<file path="src/rtl/counter_bank.sv">
// counter_bank: N independent WIDTH-bit modulo counters sharing one clock.
// Each channel has its own clear, load, enable, direction, wrap/saturate mode
// and inclusive upper limit. q and tc are both registered on the same edge,
// so tc is high exactly in the cycle q shows the wrapped or held value.
module counter_bank #(
  parameter int WIDTH = 8,
  parameter int N     = 4
) (
  input  logic                 clk,
  input  logic                 reset_n,
  input  logic [N-1:0]         en,
  input  logic [N-1:0]         up,
  input  logic [N-1:0]         sat,
  input  logic [N-1:0]         clr,
  input  logic [N-1:0]         load,
  input  logic [N*WIDTH-1:0]   load_val,
  input  logic [N*WIDTH-1:0]   max_val,
  output logic [N*WIDTH-1:0]   q,
  output logic [N-1:0]         tc
);

  logic [N*WIDTH-1:0] cnt_d;
  logic [N*WIDTH-1:0] cnt_q;
  logic [N-1:0]       tc_d;
  logic [N-1:0]       tc_q;

  for (genvar g = 0; g < N; g++) begin : g_ch
    logic [WIDTH-1:0] cur;
    logic [WIDTH-1:0] lim;
    logic [WIDTH-1:0] lval;
    logic             at_top;
    logic             at_bot;
    logic [WIDTH-1:0] nxt_d;
    logic             pulse_d;

    assign cur    = cnt_q[g*WIDTH +: WIDTH];
    assign lim    = max_val[g*WIDTH +: WIDTH];
    assign lval   = load_val[g*WIDTH +: WIDTH];
    // A loaded value above the limit still counts as the top boundary.
    assign at_top = (cur >= lim);
    assign at_bot = (cur == '0);

    // Per-channel next value and pulse, priority clr > load > en > hold.
    always_comb begin
      nxt_d   = cur;
      pulse_d = 1'b0;
      if (clr[g]) begin
        nxt_d = '0;
      end else if (load[g]) begin
        nxt_d = lval;
      end else if (en[g]) begin
        if (up[g]) begin
          if (at_top) begin
            pulse_d = 1'b1;
            nxt_d   = sat[g] ? cur : '0;
          end else begin
            nxt_d = cur + WIDTH'(1);
          end
        end else begin
          if (at_bot) begin
            pulse_d = 1'b1;
            nxt_d   = sat[g] ? cur : lim;
          end else begin
            nxt_d = cur - WIDTH'(1);
          end
        end
      end
    end

    assign cnt_d[g*WIDTH +: WIDTH] = nxt_d;
    assign tc_d[g]                 = pulse_d;
  end

  // Counter and pulse registers; reset clears everything immediately.
  always_ff @(posedge clk or negedge reset_n) begin
    if (!reset_n) begin
      cnt_q <= '0;
      tc_q  <= '0;
    end else begin
      cnt_q <= cnt_d;
      tc_q  <= tc_d;
    end
  end

  assign q  = cnt_q;
  assign tc = tc_q;

endmodule

</file>
<file path="config.mk">
export PLATFORM = sky130hd
export DESIGN_NAME = counter_bank
export DESIGN_NICKNAME = d
export VERILOG_FILES = /design/src/rtl/counter_bank.sv
export SDC_FILE = /design/constraint.sdc
export NUM_CORES = 1
export LEC_CHECK = 0
export CELL_PAD_IN_SITES_DETAIL_PLACEMENT = 0
export CELL_PAD_IN_SITES_GLOBAL_PLACEMENT = 2
export CORE_MARGIN = 1.5
export CORE_UTILIZATION = 28
export CTS_CLUSTER_DIAMETER = 100
export DETAILED_ROUTE_END_ITERATION = 8
export PLACE_DENSITY = 0.91
export SLEW_MARGIN = 20
export SYNTH_ARGS = -nofsm -noshare
export SYNTH_HDL_FRONTEND = slang
export SYNTH_SLANG_ARGS = --single-unit
export TNS_END_PERCENT = 20
</file>
<file path="constraint.sdc">
create_clock -name clk -period 3.4 [get_ports clk]
set_input_delay 0.34 -clock clk [delete_from_list [all_inputs] [get_ports clk]]
set_output_delay 0.34 -clock clk [all_outputs]
set_load 0.02 [all_outputs]
</file>
==> out/qor_table.md, run 1 <==
| Step | Parameter | Value |
| --- | --- | --- |
| floorplan | Y dimension of the die | 131 microns |
| critical path | FF-to-FF Start | q[10] |
| timing | Portion of the clock cycle consumed by the worst path in the final layout | 81.8% |
| power and ir drop | Leak | 2.59 nW |
| power and ir drop | Relative contribution of sequential cells to total power | 28.3% |
| clock network | Clock tree from TritonCTS | built |
| global routing | Via count of the first global-routing pass | 4,795 |
| timing | Max-slew violation count | 0 |
| route | Per-cell via count in the routed design | 5.60 |
| timing | Final critical-path required period | 2.78 ns |
| yosys | Post-synth net total | 706 |
| critical path | Worst Setup SP | q[10] |
| layout | Area used by multi-input combinational logic | 0.00326 sq mm |
| critical path | Arrival time at the worst endpoint | 3.01 ns |
| power and ir drop | Maximum VDD drop | 256 uV |
| critical path | Terminus of the critical flop-to-flop path | q[12] |
| layout | Total non-filler cell area in the finished layout | 0.00611 sq mm |
| flow run | Maximum capacitance violations | 0 |
| yosys | Seq cells post-synth | 36 |
| layout | Final net count | 809 |
| layout | N_diodes | 0 |
| clock network | Count of buffers added by post-CTS timing repair for setup | 0 |
| timing | Setup violation total in the final timing report | 0 |
| clock network | Post-cts resize count | 0 |
| clock network | Clock-pin slew of the registers on the worst-case setup and hold paths | 0.06 ns |
| critical path | Largest driver fanout on the critical path | 14 |
| clock network | Clock tree root driver cell | sky130_fd_sc_hd__clkbuf_16 |
| yosys | Yosys warning count | 0 |
| global routing | Initial antenna violation count | 0 |
| power and ir drop | Part of the power in combinational logic | 50.1% |
| global routing | Total congestion overflow after global routing | 0 |
| clock network | Total CTS buffers | 5 |
| placement | Count of buffers from port buffering | 121 |
| floorplan | Core area | 0.0159 sq mm |
| route | Number of iterations in the first detailed-routing pass | 5 |
| critical path | CP Class | register to register |
| placement | Area after detailed placement | 0.00596 sq mm |
| global routing | Pin count of the biggest net entering global routing | 37 |
| route | Detail Route Antenna Nets | 0 |
| timing | Max_slew headroom | 35.2% |
| route | Number of vias after detailed routing | 5,021 |
| critical path | Req. time, crit path | 3.62 ns |
| power and ir drop | Sw Ratio | 41.4% |
| route | Number of design rule violations left after detail routing | 0 |
| power and ir drop | Total power | 2.26 mW |
| global routing | Global routing usage summed across all routing layers | 17.4% |
| placement | Post-DP HPWL | 11,500 microns |
| timing | Highest clock rate | 359 MHz |
| layout | Relative area change from synthesis to final layout | 33.6% |
| timing | Number of hold-slack violations in the final timing report | 0 |
| yosys | Fraction of the yosys area taken by sequential cells | 19.7% |
| clock network | Count of hold-fix buffers inserted at cts | 0 |
| placement | Placed cell count | 888 |
| clock network | Total number of clock tree sinks | 36 |
| global routing | Wire length of the first global-routing pass | 23,700 microns |
| critical path | Critical path startpoint category | register |
| yosys | Library cells used by synthesis | 79 |
| floorplan | Die width | 131 microns |
| run status | Status | finished, final reports clean |
| floorplan | Number of rows created at floorplan | 46 |
| route | Detailed router's first-iteration violation count | 474 |
| critical path | CP Capture Type | register |
| route | Average routed wire per standard cell | 16.9 microns |
| floorplan | Die Outline Area | 0.0171 sq mm |
| timing | Total negative slack for setup checks | 0 ns |
| critical path | Worst setup path endpoint | q[12] |
| yosys | Gate count of the mapped netlist | 576 |
| yosys | Syn avg cell area | 7.94 sq um |
| clock network | Worst skew pair latency | 0.29 ns |
| clock network | Maximum buffer depth of the clock tree | 2 |
| power and ir drop | Proportion of power drawn by the clock network | 21.6% |
| power and ir drop | Internal power summed over all cells | 1.33 mW |
| clock network | H-tree levels | 2 |
| floorplan | Effective utilization at floorplan | 28.7% |
| timing | RSZ-0062 raised after global routing | no |
| critical path | Worst reg-to-reg setup slack | 0.62 ns |
| layout | Count of placed standard cells in the final layout, fillers left out | 896 |
| layout | Fraction of final layout cells with drive strength greater than 1 | 6.76% |
| layout | Footprint of the flip-flops and latches | 901 sq um |
| timing | Transition at the pin with the smallest max-transition slack | 0.971 ns |
| route | Post-Route WL | 15,200 microns |
| power and ir drop | Switching pwr | 0.936 mW |
| min path | Hold Crit Class | primary input to async pin |
| yosys | Count of flip-flops with a built-in enable after synthesis | 0 |
| placement | Gp weighted congestion | 0.881 |
| timing | Clock Skew | 0.00370 ns |
| layout | Count of fill cells added during filler insertion | 1,647 |
| power and ir drop | Cell Pwr Density | 371 mW/mm^2 |
| yosys | Mapped cell area | 0.00457 sq mm |
| critical path | R2r worst-path depth | 6 |
| floorplan | Top-Level Pins | 122 |
| yosys | Most common flop cell mapped by yosys | sky130_fd_sc_hd__dfrtp_1 |
| yosys | Post-synth ARST share | 100% |
==> metal layers <==
metal	up-vias	part of all wire [%]	track usage, %
li1	2392	-	-
met2	188	46	28.7
met5	-	0	0
met3	35	5.8	2.93
met1	2406	46	23.3
met4	0	2.1	5.56
==> power by group through the flow <==
stage | logic [mW] | clock network [mW] | registers, mW
after global placement | 1.12 | 0 | 0.642
after floorplan | 0.723 | 0 | 0.623
final | 1.13 | 0.489 | 0.640
after global routing | 1.25 | 0.522 | 0.650
after CTS | 1.13 | 0.502 | 0.634
after detailed placement | 1.13 | 0 | 0.643
==> layout make-up <==
cell class / count / share of cell area [%]
clock buffer: 8 / 2.40
timing repair buffer: 135 / 21.5
inverter: 58 / 3.57
multi-input combinational: 443 / 53.4
tap: 216 / 4.43
sequential: 36 / 14.8
==> sequential cells by signal, summed over array words and instances (netlist names) <==
register,count
q,32
tc,4
==> cells in the final DEF, fill, tap and decap left out, types with 6 or more instances in the layout <==
| cell type | synthesis | layout |
|---|---|---|
| sky130_fd_sc_hd__buf_4 | 1 | 14 |
| sky130_fd_sc_hd__o41ai_1 | 10 | 10 |
| sky130_fd_sc_hd__a21oi_1 | 28 | 28 |
| sky130_fd_sc_hd__nand2_1 | 43 | 43 |
| sky130_fd_sc_hd__a31oi_1 | 7 | 7 |
| sky130_fd_sc_hd__nand3_1 | 26 | 26 |
| sky130_fd_sc_hd__o31ai_1 | 12 | 12 |
| sky130_fd_sc_hd__clkdlybuf4s50_1 | 0 | 120 |
| sky130_fd_sc_hd__dfrtp_1 | 36 | 36 |
| sky130_fd_sc_hd__ha_1 | 44 | 44 |
| sky130_fd_sc_hd__a211o_1 | 6 | 6 |
| sky130_fd_sc_hd__o21a_1 | 14 | 14 |
| sky130_fd_sc_hd__mux2i_1 | 9 | 9 |
| sky130_fd_sc_hd__inv_1 | 55 | 55 |
| sky130_fd_sc_hd__nand2b_1 | 12 | 12 |
| sky130_fd_sc_hd__or3_1 | 6 | 6 |
| sky130_fd_sc_hd__o22ai_1 | 6 | 6 |
| sky130_fd_sc_hd__a32o_1 | 10 | 10 |
| sky130_fd_sc_hd__xor2_1 | 6 | 6 |
| sky130_fd_sc_hd__nor2_1 | 26 | 26 |
| sky130_fd_sc_hd__nor3_1 | 22 | 22 |
| sky130_fd_sc_hd__xnor2_1 | 9 | 9 |
| sky130_fd_sc_hd__o21ai_0 | 14 | 14 |
| sky130_fd_sc_hd__mux2_4 | 6 | 6 |
| sky130_fd_sc_hd__o221ai_1 | 13 | 13 |
| sky130_fd_sc_hd__o21ai_1 | 8 | 8 |
| sky130_fd_sc_hd__nand4_1 | 8 | 8 |
==> cell usage after synthesis, drive strengths merged, types with 8 or more instances <==
cell type / count / area, sq um
nor2: 28 / 124
mux2i: 9 / 90.1
ha: 44 / 551
nand2b: 12 / 75.1
o31ai: 12 / 90.1
clkbuf: 26 / 97.6
xnor2: 9 / 78.8
buf: 13 / 95.1
inv: 56 / 210
a32o: 10 / 100
nand3: 26 / 130
o21a: 14 / 105
nand2: 43 / 161
nand4: 8 / 50.1
o21ai: 22 / 110
o221ai: 13 / 114
o41ai: 10 / 87.6
a21oi: 29 / 149
nor3: 23 / 120
dfrtp: 36 / 901
==> logic make-up (layout without fill, tap and decap cells) <==
| logic type | count (synthesis) | count (layout) | share of synthesized area (%) |
|---|---|---|---|
| adders and majority gates | 44 | 44 | 12.0 |
| DFF | 36 | 36 | 19.7 |
| muxes | 16 | 16 | 4.19 |
| xor gates and xnor gates | 15 | 15 | 2.87 |
| and+or+nand+nor | 187 | 187 | 22.6 |
| buffers and inverters | 97 | 201 | 8.98 |
| AOI/OAI and AO/OA | 181 | 181 | 29.6 |
==> stage by stage <==
stage	setup WS, ns	hold slack [ns]	util [%]
finish	0.617	0.207	38.3
global route	0.502	0.270	38.3
CTS	0.640	0.234	38.3
detailed placement	0.409	0.550	37.4
global placement	0.489	0.551	37.4
floorplan	0.522	0.0444	-
==> how the worst min path moves through the flow <==
stage	endpoint	slack, ns
after floorplan	q[0]	0.04
after global placement	q[25]	0.55
after detailed placement	q[25]	0.55
after CTS	q[25]	0.23
after global routing	q[25]	0.27
final	q[25]	0.21
==> critical path, cell delays in order (launching register included) <==
cell                       delay (ns)
sky130_fd_sc_hd__dfrtp_1         0.66
sky130_fd_sc_hd__ha_1            0.33
sky130_fd_sc_hd__o211a_1         0.22
sky130_fd_sc_hd__a221oi_1        0.37
sky130_fd_sc_hd__o21bai_1        0.38
sky130_fd_sc_hd__o311ai_0        0.53
sky130_fd_sc_hd__a32o_1          0.23
Note: power is estimated with default switching activity, not from simulation.
==> inputs of run 2 (changes only) <==
==> constraint.sdc (replaced) <==
create_clock -name clk -period 2.8 [get_ports clk]
set_input_delay 0.28 -clock clk [delete_from_list [all_inputs] [get_ports clk]]
set_output_delay 0.28 -clock clk [all_outputs]
set_load 0.02 [all_outputs]
==> run 2 against run 1 <==
Against the previous run:
- hold slack lost 0.058 ns
- first-iteration DRC count shrank 23%
- die area is the same
- critical path depth grew 3
- cell area grew 5.2%
- via count grew 0.60%
- core utilization grew 2.0 points
- register-to-register slack lost 0.37 ns
- maximum frequency grew 9.0%
- critical path type unchanged
- critical endpoint is now q[14]
- highest routed layer unchanged
==> out/qor_table.md, run 2 (synthesized netlist as in run 1, its figures left out) <==
| Step | Parameter | Value | vs previous |
| --- | --- | --- | --- |
| floorplan | Die width | 131 microns | unchanged |
| critical path | Biggest cell delay along the critical path | 0.37 ns | was 0.66 ns |
| timing | Max-slew violation count | 0 | unchanged |
| floorplan | Y dimension of the die | 131 microns | unchanged |
| route | Number of iterations in the first detailed-routing pass | 5 | unchanged |
| critical path | CP Capture Type | register | unchanged |
| floorplan | Core area | 0.0159 sq mm | unchanged |
| clock network | Worst skew pair latency | 0.29 ns | about the same |
| flow run | Maximum capacitance violations | 0 | unchanged |
| critical path | Worst reg-to-reg setup slack | 0.25 ns | was 0.62 ns |
| timing | Max_slew headroom | 35.8% | was 35.2% |
| layout | Leading cell type in the layout, fill and taps excluded | sky130_fd_sc_hd__clkdlybuf4s50_1 | unchanged |
| route | Post-Route WL | 15,500 microns | was 15,200 microns |
| clock network | Clock tree root driver cell | sky130_fd_sc_hd__clkbuf_16 | unchanged |
| power and ir drop | Total power | 2.91 mW | was 2.26 mW |
| clock network | Maximum buffer depth of the clock tree | 2 | unchanged |
| clock network | Count of hold-fix buffers inserted at cts | 0 | unchanged |
| floorplan | Number of rows created at floorplan | 46 | unchanged |
| floorplan | Top-Level Pins | 122 | unchanged |
| critical path | R2r worst-path depth | 9 | was 6 |
| route | Per-cell via count in the routed design | 5.40 | was 5.60 |
| power and ir drop | Maximum VDD drop | 207 uV | was 256 uV |
| timing | Number of hold-slack violations in the final timing report | 0 | unchanged |
| layout | Relative area change from synthesis to final layout | 40.5% | was 33.6% |
| timing | Worst Slack Setup Final | 0.247 ns | was 0.617 ns |
| clock network | Clock-pin slew of the registers on the worst-case setup and hold paths | 0.07 ns | was 0.06 ns |
| min path | Hold Crit Class | primary input to async pin | unchanged |
| critical path | Terminus of the critical flop-to-flop path | q[14] | was q[12] |
| route | Detailed router's first-iteration violation count | 364 | was 474 |
| critical path | FF-to-FF Start | q[8] | was q[10] |
| clock network | Post-cts resize count | 0 | unchanged |
| timing | Total negative slack for setup checks | 0 ns | unchanged |
| layout | N_diodes | 0 | unchanged |
| layout | Area used by multi-input combinational logic | 0.00326 sq mm | about the same |
| critical path | Req. time, crit path | 2.96 ns | was 3.62 ns |
| global routing | Total congestion overflow after global routing | 0 | unchanged |
| route | Number of design rule violations left after detail routing | 0 | unchanged |
| run status | Status | finished, final reports clean | unchanged |
| critical path | Critical path startpoint category | register | unchanged |
| layout | Final net count | 848 | was 809 |
| timing | RSZ-0062 raised after global routing | no | unchanged |
| placement | Gp weighted congestion | 0.929 | was 0.881 |
| timing | Transition at the pin with the smallest max-transition slack | 0.962 ns | was 0.971 ns |
| layout | Max FFs per register | 32 | unchanged |
| timing | Highest clock rate | 392 MHz | was 359 MHz |
| critical path | Largest driver fanout on the critical path | 5 | was 14 |
| timing | Clock Skew | 0.0147 ns | was 0.00370 ns |
| clock network | Count of buffers added by post-CTS timing repair for setup | 0 | unchanged |
| critical path | CP Class | register to register | unchanged |
| clock network | Total CTS buffers | 5 | unchanged |
| power and ir drop | Cell Pwr Density | 453 mW/mm^2 | was 371 mW/mm^2 |
| layout | Most frequent cells in the layout | sky130_fd_sc_hd__clkdlybuf4s50_1, sky130_fd_sc_hd__inv_1, sky130_fd_sc_hd__buf_4 | was sky130_fd_sc_hd__clkdlybuf4s50_1, sky130_fd_sc_hd__inv_1, sky130_fd_sc_hd__ha_1 |
| route | Average routed wire per standard cell | 16.6 microns | was 16.9 microns |
| timing | Final critical-path required period | 2.55 ns | was 2.78 ns |
| timing | Setup violation total in the final timing report | 0 | unchanged |
| clock network | Total number of clock tree sinks | 36 | unchanged |
| global routing | Initial antenna violation count | 0 | unchanged |
| power and ir drop | Leak | 2.79 nW | was 2.59 nW |
| floorplan | Die Outline Area | 0.0171 sq mm | unchanged |
| route | Number of vias after detailed routing | 5,051 | was 5,021 |
| global routing | Pin count of the biggest net entering global routing | 37 | unchanged |
| critical path | Cell Chain, Critical Path | inv_1 -> ha_1 -> nor3b_4 -> a21oi_2 -> or3b_1 -> o221a_2 -> or2_1 -> buf_4 -> a32o_1 | was ha_1 -> o211a_1 -> a221oi_1 -> o21bai_1 -> o311ai_0 -> a32o_1 |
| global routing | Via count of the first global-routing pass | 5,058 | was 4,795 |
| timing | Portion of the clock cycle consumed by the worst path in the final layout | 91.2% | was 81.8% |
| clock network | Clock tree from TritonCTS | built | unchanged |
| layout | Fraction of final layout cells with drive strength greater than 1 | 12.1% | was 6.76% |
| layout | Count of fill cells added during filler insertion | 1,640 | was 1,647 |
| timing | Smallest hold slack | 0.149 ns | was 0.207 ns |
| placement | Count of buffers from port buffering | 121 | unchanged |
| layout | Total non-filler cell area in the finished layout | 0.00642 sq mm | was 0.00611 sq mm |
| critical path | Slowest cell on crit path | sky130_fd_sc_hd__dfrtp_1 | unchanged |
| layout | Footprint of the flip-flops and latches | 901 sq um | unchanged |
| clock network | H-tree levels | 2 | unchanged |
| floorplan | Effective utilization at floorplan | 28.7% | unchanged |
| placement | Area after detailed placement | 0.00626 sq mm | was 0.00596 sq mm |
| placement | Post-DP HPWL | 12,200 microns | was 11,500 microns |
| global routing | Global routing usage summed across all routing layers | 18.3% | was 17.4% |
| placement | Worst-case setup slack after placement | 0.0488 ns | was 0.409 ns |
| global routing | Wire length of the first global-routing pass | 25,200 microns | was 23,700 microns |
| critical path | Arrival time at the worst endpoint | 2.71 ns | was 3.01 ns |
| route | Detail Route Antenna Nets | 0 | unchanged |
[run 2: per-layer routing]
layer	part of all wire (%)	GRT usage [%]
met5	0	0
met3	5.6	2.65
met1	45	24.0
met4	0.83	3.56
met2	49	31.9
[run 2: worst max-delay path, delay by kind of cell (launching register included)]
family	cells	cell delay, ns
fa+ha+maj	1	0.23
buf+inv	2	0.34
compound gates	3	0.58
simple gates	3	0.91
flops	1	0.37
[run 2: where the power goes]
part / switching, mW / leakage, nW / internal, mW
registers: 0.106 / 0.467 / 0.585
clock network: 0.231 / 0.0808 / 0.420
logic: 0.817 / 2.24 / 0.752
total: 1.15 / 2.79 / 1.76
[run 2: worst max-delay path by stage]
stage,endpoint,from,cells past startpoint
detailed placement,q[6],max_val[4],10
CTS,q[14],q[8],9
global placement,q[1],max_val[6],9
global route,q[30],q[24],10
floorplan,q[15],q[8],10
finish,q[14],q[8],9
[run 2: stage by stage]
step / std cells / util [%]
2_1_floorplan: 576 / -
3_3_place_gp: 927 / 39.2
3_5_place_dp: 927 / 39.2
4_1_cts: 935 / 40.3
5_1_grt: 935 / 40.3
6_report: 935 / 40.3
[run 2: area by class of cell]
cell class,instances,area share (%)
Sequential cell,36,14.0
Timing Repair Buffer,174,25.0
Clock buffer,6,2.01
Inverter,58,3.39
Clock inverter,2,0.546
Multi-Input combinational cell,443,50.8
Tap cell,216,4.21
==> inputs of run 3 (changes only) <==
--- a/config.mk
+++ b/config.mk
@@ -7,7 +7,7 @@
 export LEC_CHECK = 0
 export CELL_PAD_IN_SITES_DETAIL_PLACEMENT = 0
 export CELL_PAD_IN_SITES_GLOBAL_PLACEMENT = 2
-export CORE_MARGIN = 1.5
+export CORE_MARGIN = 4
 export CORE_UTILIZATION = 28
 export CTS_CLUSTER_DIAMETER = 100
 export DETAILED_ROUTE_END_ITERATION = 8
==> run 3 against run 2 <==
Against the previous run:
- the flow now finishes with violations (negative hold slack)
- global-route usage shrank 1.3 points
- critical path depth shrank 1
- core utilization shrank 0.30 points
- first-iteration DRC count grew 12%
- wire length grew 4.2%
- final cell count shrank 0.43%
- die area grew 7.8%
- flip-flop and latch count is the same
- via count grew 1.7%
- sequential share of layout area grew 0.10 points
- cell area shrank 0.74%
- worst setup slack lost 0.086 ns
- critical path type unchanged
- critical endpoint is now q[9]
==> out/qor_table.md, run 3 (synthesized netlist as in run 1, its figures left out) <==
| Step | Parameter | Value | vs previous |
| --- | --- | --- | --- |
| run status | Status | finished, violations left | was finished, final reports clean |
| run status | Failing checks | negative hold slack |  |
| clock network | Clock-pin slew of the registers on the worst-case setup and hold paths | 0.06 ns | was 0.07 ns |
| route | Number of vias after detailed routing | 5,138 | was 5,051 |
| critical path | Slowest cell on crit path | sky130_fd_sc_hd__dfrtp_1 | unchanged |
| timing | Highest clock rate | 379 MHz | was 392 MHz |
| critical path | Cell Chain, Critical Path | inv_1 -> ha_1 -> nand2b_1 -> a211o_1 -> a221oi_1 -> o221a_2 -> or2_1 -> mux2_4 | was inv_1 -> ha_1 -> nor3b_4 -> a21oi_2 -> or3b_1 -> o221a_2 -> or2_1 -> buf_4 -> a32o_1 |
| placement | Count of buffers from port buffering | 121 | unchanged |
| global routing | Total congestion overflow after global routing | 0 | unchanged |
| critical path | FF-to-FF Start | q[8] | unchanged |
| critical path | Req. time, crit path | 2.97 ns | was 2.96 ns |
| timing | Setup violation total in the final timing report | 0 | unchanged |
| power and ir drop | Total power | 2.83 mW | was 2.91 mW |
| timing | Final critical-path required period | 2.64 ns | was 2.55 ns |
| critical path | Terminus of the critical flop-to-flop path | q[9] | was q[14] |
| critical path | R2r worst-path depth | 8 | was 9 |
| power and ir drop | Leak | 2.76 nW | was 2.79 nW |
| flow run | Maximum capacitance violations | 0 | unchanged |
| timing | Transition at the pin with the smallest max-transition slack | 0.663 ns | was 0.962 ns |
| timing | Clock Skew | 0.00407 ns | was 0.0147 ns |
| clock network | Total number of clock tree sinks | 36 | unchanged |
| route | Post-Route WL | 16,100 microns | was 15,500 microns |
| floorplan | Y dimension of the die | 136 microns | was 131 microns |
| layout | Count of placed standard cells in the final layout, fillers left out | 931 | was 935 |
| floorplan | Top-Level Pins | 122 | unchanged |
| layout | Final net count | 843 | was 848 |
| route | Detail Route Antenna Nets | 0 | unchanged |
| clock network | Count of hold-fix buffers inserted at cts | 0 | unchanged |
| clock network | Count of buffers added by post-CTS timing repair for setup | 0 | unchanged |
| clock network | Post-cts resize count | 0 | unchanged |
| floorplan | Core area | 0.0159 sq mm | unchanged |
| placement | Worst-case setup slack after placement | -0.0275 ns | was 0.0488 ns |
| layout | Max FFs per register | 32 | unchanged |
| clock network | Clock tree root driver cell | sky130_fd_sc_hd__clkbuf_16 | unchanged |
| global routing | Pin count of the biggest net entering global routing | 37 | unchanged |
| clock network | Maximum buffer depth of the clock tree | 2 | unchanged |
| timing | RSZ-0062 raised after global routing | no | unchanged |
| clock network | H-tree levels | 2 | unchanged |
| floorplan | Die width | 136 microns | was 131 microns |
| placement | Placed cell count | 922 | was 927 |
| route | Number of design rule violations left after detail routing | 0 | unchanged |
| global routing | Global routing usage summed across all routing layers | 17.0% | was 18.3% |
| timing | Smallest hold slack | -0.0142 ns | was 0.149 ns |
| clock network | Worst skew pair latency | 0.28 ns | was 0.29 ns |
| placement | Post-DP HPWL | 12,800 microns | was 12,200 microns |
| route | Detailed router's first-iteration violation count | 408 | was 364 |
| timing | Total negative slack for setup checks | 0 ns | unchanged |
| layout | Fraction of final layout cells with drive strength greater than 1 | 11.6% | was 12.1% |
| timing | Worst Slack Setup Final | 0.161 ns | was 0.247 ns |
| layout | Count of fill cells added during filler insertion | 1,665 | was 1,640 |
| min path | Hold Crit Class | primary input to async pin | unchanged |
| route | Average routed wire per standard cell | 17.3 microns | was 16.6 microns |
| layout | Relative area change from synthesis to final layout | 39.4% | was 40.5% |
| critical path | Worst reg-to-reg setup slack | 0.16 ns | was 0.25 ns |
| route | Number of iterations in the first detailed-routing pass | 5 | unchanged |
| critical path | Biggest cell delay along the critical path | 0.37 ns | about the same |
| clock network | Total CTS buffers | 5 | unchanged |
| global routing | Wire length of the first global-routing pass | 25,800 microns | was 25,200 microns |
| critical path | Critical path startpoint category | register | unchanged |
| clock network | Clock tree from TritonCTS | built | unchanged |
| layout | Footprint of the flip-flops and latches | 901 sq um | unchanged |
| global routing | Via count of the first global-routing pass | 5,010 | was 5,058 |
| timing | Number of hold-slack violations in the final timing report | 9 | was 0 |
| power and ir drop | Cell Pwr Density | 444 mW/mm^2 | was 453 mW/mm^2 |
| critical path | CP Capture Type | register | unchanged |
| critical path | CP Class | register to register | unchanged |
| timing | Portion of the clock cycle consumed by the worst path in the final layout | 94.2% | was 91.2% |
| timing | Max-slew violation count | 0 | unchanged |
| critical path | Largest driver fanout on the critical path | 8 | was 5 |
| global routing | Initial antenna violation count | 1 | was 0 |
| timing | Max_slew headroom | 55.7% | was 35.8% |
| layout | Most frequent cells in the layout | sky130_fd_sc_hd__clkdlybuf4s50_1, sky130_fd_sc_hd__inv_1, sky130_fd_sc_hd__buf_4 | unchanged |
| critical path | Arrival time at the worst endpoint | 2.80 ns | was 2.71 ns |
| power and ir drop | Maximum VDD drop | 218 uV | was 207 uV |
| route | Per-cell via count in the routed design | 5.52 | was 5.40 |
| floorplan | Die Outline Area | 0.0184 sq mm | was 0.0171 sq mm |
| layout | Leading cell type in the layout, fill and taps excluded | sky130_fd_sc_hd__clkdlybuf4s50_1 | unchanged |
| placement | Gp weighted congestion | 0.880 | was 0.929 |
| floorplan | Effective utilization at floorplan | 28.7% | unchanged |
| layout | Area used by multi-input combinational logic | 0.00326 sq mm | unchanged |
| floorplan | Number of rows created at floorplan | 46 | unchanged |
-- run 3: power breakdown --
| group | leakage, nW | switching, mW | internal (mW) |
|---|---|---|---|
| registers | 0.467 | 0.121 | 0.585 |
| clock network | 0.0766 | 0.232 | 0.351 |
| logic | 2.22 | 0.795 | 0.742 |
| total | 2.76 | 1.15 | 1.68 |
-- run 3: how the worst max path moves through the flow --
stage	from	end	slack [ns]	depth (start not counted)
after floorplan	q[8]	q[15]	0.007	10
after global placement	max_val[8]	q[8]	0.005	8
after detailed placement	max_val[22]	q[18]	-0.03	11
after CTS	q[8]	q[9]	0.18	8
after global routing	q[8]	q[13]	0.05	9
final	q[8]	q[9]	0.16	8
-- run 3: routing by layer --
layer  up-vias  GRT usage [%]  wire [microns]
li1       2443              -               -
met1      2465           23.0            7160
met2       195           28.1            7800
met3        35           2.60             854
met4         0           4.54             311
met5         -              0               0
-- run 3: stage by stage --
stage,util [%],instance area [sq um],hold slack [ns]
global placement,39.0,6220,0.493
finish,40.0,6370,-0.0142
detailed placement,39.0,6220,0.499
CTS,39.9,6370,0.183
floorplan,-,4580,-0.0156
global route,40.0,6370,0.0249
-- run 3: critical path, delay by kind of cell (launching register included) --
kind            cells  cell delay (ns)
fa+ha+maj           1             0.26
simple gates        2             0.50
compound gates      3             0.87
flops               1             0.37
mux                 1             0.34
buf+inv             1             0.17
-- run 3: layout make-up --
class                   instances  share of cell area, %
multi-input cells             443                   51.2
repair buffers                169                   24.6
flip-flops and latches         36                   14.1
well taps                     216                   4.24
inverters                      58                   3.42
clock buffers                   6                   2.18
clock inverters                 2                  0.157
diodes                          1                 0.0393
